`config.mk`:
```
export PLATFORM = sky130hd
export DESIGN_NAME = truth_table_sweeper
export DESIGN_NICKNAME = d
export VERILOG_FILES = /design/src/rtl/sweep_pkg.sv /design/src/rtl/sweep_settle_timer.sv /design/src/rtl/truth_table_sweeper.sv
export SDC_FILE = /design/constraint.sdc
export NUM_CORES = 1
export LEC_CHECK = 0
export ABC_AREA = 1
export BUFFER_PORTS_ARGS = -buffer_cell sky130_fd_sc_hd__buf_4
export CAP_MARGIN = 0
export CORE_ASPECT_RATIO = 1.2
export CORE_MARGIN = 10
export CORE_UTILIZATION = 52
export DETAILED_ROUTE_END_ITERATION = 6
export PLACE_DENSITY = 0.76
export SLEW_MARGIN = 5
export SYNTH_ARGS = -nofsm -noshare
export SYNTH_HDL_FRONTEND = slang
export SYNTH_SLANG_ARGS = --single-unit
```
`constraint.sdc`:
```
create_clock -name clk -period 1.4 [get_ports clk]
set_clock_uncertainty 0.15 [all_clocks]
set_input_delay 0 -clock clk [delete_from_list [all_inputs] [get_ports clk]]
set_output_delay 0 -clock clk [all_outputs]
set_load 0.005 [all_outputs]
```
`src/rtl/sweep_pkg.sv`:
```
// Shared types and constants for the truth-table sweeper: FSM states, combination count helper
// and the reference vector of the (x'+y)'.z function.
package sweep_pkg;

    typedef enum logic [1:0] {
        IDLE,
        DRIVE,
        SAMPLE,
        DONE
    } state_t;

    localparam int N_IN_DEFAULT = 3;
    localparam int WAIT_W       = 4;

    function automatic int combos(input int n_in);
        return 1 << n_in;
    endfunction

    localparam int COMBOS = combos(N_IN_DEFAULT);

    // Bit 5 only: x=1, y=0, z=1 is the single minterm of (x'+y)'.z
    localparam logic [7:0] FXYZ_TT = 8'h20;

endpackage

```
`src/rtl/sweep_settle_timer.sv`:
```
// Settle counter: cleared by load, counts while enabled, flags expire on the last settle cycle.
module sweep_settle_timer
    import sweep_pkg::*;
#(
    parameter int SETTLE = 1
) (
    input  logic clk,
    input  logic reset,
    input  logic load,
    input  logic en,
    output logic expire
);

    logic [WAIT_W-1:0] count_reg;

    always_ff @(posedge clk) begin
        if (reset || load) begin
            count_reg <= '0;
        end else if (en) begin
            count_reg <= count_reg + WAIT_W'(1);
        end
    end

    assign expire = (count_reg == WAIT_W'(SETTLE - 1));

endmodule

```
`src/rtl/truth_table_sweeper.sv`:
```
// Walks xyz through every input combination, holds each for SETTLE cycles, then captures s
// into the truth vector and keeps a running count of ones.
module truth_table_sweeper
    import sweep_pkg::*;
#(
    parameter int N_IN   = 3,
    parameter int SETTLE = 1
) (
    input  logic                 clk,
    input  logic                 reset,
    input  logic                 start,
    input  logic                 s,
    output logic [N_IN-1:0]      xyz,
    output logic                 busy,
    output logic                 done,
    output logic [2**N_IN-1:0]   tt,
    output logic [N_IN:0]        ones
);

    localparam int NC = combos(N_IN);

    state_t state_reg;
    logic   timer_load;
    logic   timer_en;
    logic   settle_expire;

    // Restart the settle count whenever a new combination is put on xyz
    assign timer_load = ((state_reg == IDLE) && start) || (state_reg == SAMPLE);
    assign timer_en   = (state_reg == DRIVE);

    sweep_settle_timer #(
        .SETTLE (SETTLE)
    ) u_timer (
        .clk    (clk),
        .reset  (reset),
        .load   (timer_load),
        .en     (timer_en),
        .expire (settle_expire)
    );

    always_ff @(posedge clk) begin
        if (reset) begin
            state_reg <= IDLE;
            xyz       <= '0;
            busy      <= 1'b0;
            done      <= 1'b0;
            tt        <= '0;
            ones      <= '0;
        end else begin
            case (state_reg)
                IDLE: begin
                    if (start) begin
                        xyz       <= '0;
                        tt        <= '0;
                        ones      <= '0;
                        busy      <= 1'b1;
                        state_reg <= DRIVE;
                    end
                end
                DRIVE: begin
                    if (settle_expire) begin
                        state_reg <= SAMPLE;
                    end
                end
                SAMPLE: begin
                    tt[xyz] <= s;
                    ones    <= ones + {{N_IN{1'b0}}, s};
                    // Terminal compare precedes the increment, so xyz never wraps
                    if (xyz == N_IN'(NC - 1)) begin
                        xyz       <= '0;
                        done      <= 1'b1;
                        state_reg <= DONE;
                    end else begin
                        xyz       <= xyz + N_IN'(1);
                        state_reg <= DRIVE;
                    end
                end
                DONE: begin
                    done      <= 1'b0;
                    busy      <= 1'b0;
                    state_reg <= IDLE;
                end
                default: begin
                    state_reg <= IDLE;
                end
            endcase
        end
    end

endmodule
```
==> flow_summary.json <==
{
  "outcome": "completed",
  "final_cell_area_um2": 1310,
  "power.density_nw_per_um2": 853,
  "synth-seq-cells": 23,
  "portBuffers": 20,
  "drc": 0,
  "yosys_most_used_dff": "dfxtp_1",
  "min_period_ps": 1360,
  "crit_slowest_cell": "dfxtp_4",
  "grt_max_degree": 14,
  "clkLatencyLatePin_ps": 310,
  "drt_iter0_drc": 23,
  "synth_edf_count": 0,
  "cap_violations": 0,
  "die_h_um": 69.6,
  "r2r_slack_ps": 40,
  "rows": 17,
  "layout-drive-gt1-share": 0.212,
  "avgSynthCellArea_um2": 7.39,
  "grt_setup_unrepaired": "yes",
  "max_stage_delay_ps": 390,
  "place_area_um2": 1230,
  "critPathLaunchType": "register",
  "firstDrtPassIters": 6,
  "synth_nets": 154,
  "multi_input_area_um2": 543,
  "dp.cells": 182,
  "synth_common_cells": "nand2_1 (37), dfxtp_1 (23), nor2_1 (21)",
  "top_usage_layer": "met2",
  "path_max_fanout": 6,
  "viasPerCell": 5.29,
  "numCtsBuffers": 3,
  "regArea_um2": 469,
  "syn-instance-count": 144,
  "grt_pass1_wl_um": 4220,
  "diodes": 0,
  "cts_buffer_depth": 2,
  "grtUsageMet1": 0.134,
  "die_w_um": 61.3,
  "io_pins": 21,
  "grtUsageTotal": 0.125,
  "cp_common_cell": "ha_1",
  "final_nets": 181,
  "required_ps": 1450,
  "fillerInstances": 168,
  "dieArea_um2": 4270,
  "cts_sinks": 23,
  "wl_um": 2450,
  "cts_tree": "done",
  "areaGrowthSynthToFinish_pct": 22.7,
  "grtUsageMet2": 0.205,
  "critical_path.cell_chain": "ha_1 > ha_1 > a21oi_1 > nor3b_1",
  "hold_start": "reset",
  "min_path_type": "primary input to register",
  "grt_antenna_before_repair": 0,
  "relSlewSlack": 0.774,
  "cts_root_buffer": "clkbuf_4",
  "ys_seq_area_frac": 0.432,
  "ys_warn_count": 0,
  "netlist_area_um2": 1060,
  "hold_viol": 0,
  "grt_util_met3": 0.0402,
  "arrival_ps": 1410,
  "ant_nets": 0,
  "worst_r2r_endpoint": "state_reg[1]$_SDFFE_PP0P_",
  "r2r_cells": 4,
  "worstSetupEndpointType": "register",
  "finalCritPeriodShare": 0.970,
  "instances_no_fill": 189,
  "post-dp-hpwl_um": 1850,
  "initial_core_util": 0.562,
  "htree_levels": 1,
  "yosys.area.top_type": "dfxtp_1",
  "ys_types": 20,
  "crit-reg2reg-launch": "xyz[0]$_SDFFE_PP0P_",
  "largest_register_ffs": 8,
  "grt_pass1_vias": 996,
  "vdd_drop_max_uv": 672,
  "setup_violations": 0,
  "fmax_ghz": 0.737,
  "wl_per_cell_um": 13.0,
  "min_to": "tt[3]$_SDFFE_PP0P_",
  "worstHoldPathCells": 3,
  "yosysMostFrequentCell": "nand2_1",
  "path_clk_slew_ps": 130,
  "overflow": 0,
  "place_congestion": 0.889,
  "synth_area_leaders": "dfxtp_1 (43%), nand2_1 (13%), nor2_1 (7.4%)",
  "drv_slew": 0,
  "worst_slew_pin_slew_ps": 335,
  "critical_path_class": "register to register",
  "synth_top_area_frac": 0.432,
  "coreArea_um2": 1890,
  "p_leak_nw": 0.568,
  "async_flop_share": 0,
  "vias": 1000,
  "fin_hold_ws_ps": 311
}
[power by group]
part           internal [W]  switching (W)
clock              0.000107       0.000199
combinational     0.0000504      0.0000779
sequential         0.000665      0.0000139
[placed cells by master (no fill, tap or decap)]
cell type / instances
nand3_1: 9
nor2_4: 1
o21ai_0: 7
nor3b_1: 2
a21oi_1: 13
clkinv_2: 1
inv_2: 2
a21oi_2: 1
inv_4: 1
dfxtp_1: 20
a22oi_1: 4
o22ai_1: 1
xor2_1: 1
nand2_1: 37
dlygate4sd3_1: 3
clkbuf_4: 3
buf_4: 21
nor2_2: 1
nor2_1: 20
dfxtp_4: 2
o21ai_4: 1
dfxtp_2: 1
clkinv_1: 1
nand2_2: 1
inv_1: 10
ha_1: 6
[per-stage QoR]
step                 util  total power, W  setup WS (ps)  setup TNS, ps
floorplan               -        0.000771            167              0
global placement    0.650        0.000810           90.8              0
detailed placement  0.650        0.000814           43.3              0
CTS                 0.681         0.00113           18.3              0
global route        0.690         0.00117          -8.18          -8.18
finish              0.690         0.00111           42.5              0
[kinds of logic after synthesis]
group | count (synthesis) | synth area share
flip-flops | 23 | 0.432
adder cells (fa/ha/maj) | 6 | 0.0705
XOR/XNOR | 1 | 0.00823
AO/OA/AOI/OAI | 27 | 0.152
AND/OR/NAND/NOR | 71 | 0.273
buffers and inverters | 16 | 0.0646
[metal layers]
layer / share of wire / up-vias
li1: - / 521
met1: 0.41 / 445
met2: 0.50 / 28
met3: 0.061 / 6
met4: 0.020 / 0
met5: 0 / -
[worst max-delay path: cells and delay by family (launching register included)]
family	cells	cell delay, ps
DFF	1	390
and+or+nand+nor	1	70
adders and majority gates	2	430
AOI/OAI and AO/OA	1	190
[cell type report]
type                    instances  area share
clock buffers                   3      0.0172
clock inverters                 1     0.00383
inverters                      14      0.0421
multi-input cells             105       0.416
flip-flops and latches         23       0.359
well taps                      19      0.0182
repair buffers                 24       0.144
[worst max-delay path by stage]
stage | startpoint | cells after the start | slack [ps] | to
after floorplan | state_reg[1]$_SDFFE_PP0P_ | 6 | 170 | tt[6]$_SDFFE_PP0P_
after global placement | xyz[1]$_SDFFE_PP0P_ | 4 | 90 | state_reg[1]$_SDFFE_PP0P_
after detailed placement | xyz[1]$_SDFFE_PP0P_ | 4 | 40 | state_reg[1]$_SDFFE_PP0P_
after CTS | state_reg[1]$_SDFFE_PP0P_ | 5 | 20 | tt[7]$_SDFFE_PP0P_
after global routing | xyz[0]$_SDFFE_PP0P_ | 4 | -8 | state_reg[1]$_SDFFE_PP0P_
final | xyz[0]$_SDFFE_PP0P_ | 4 | 40 | state_reg[1]$_SDFFE_PP0P_
[repair_timing]
item	in CTS	in global routing
gates resized for setup	1	8
endpoints found under the setup margin	1	12
hold buffers	3	0
hold endpoints to repair	19	0
setup buffers	0	0
Note: power is estimated with default switching activity, not from simulation.
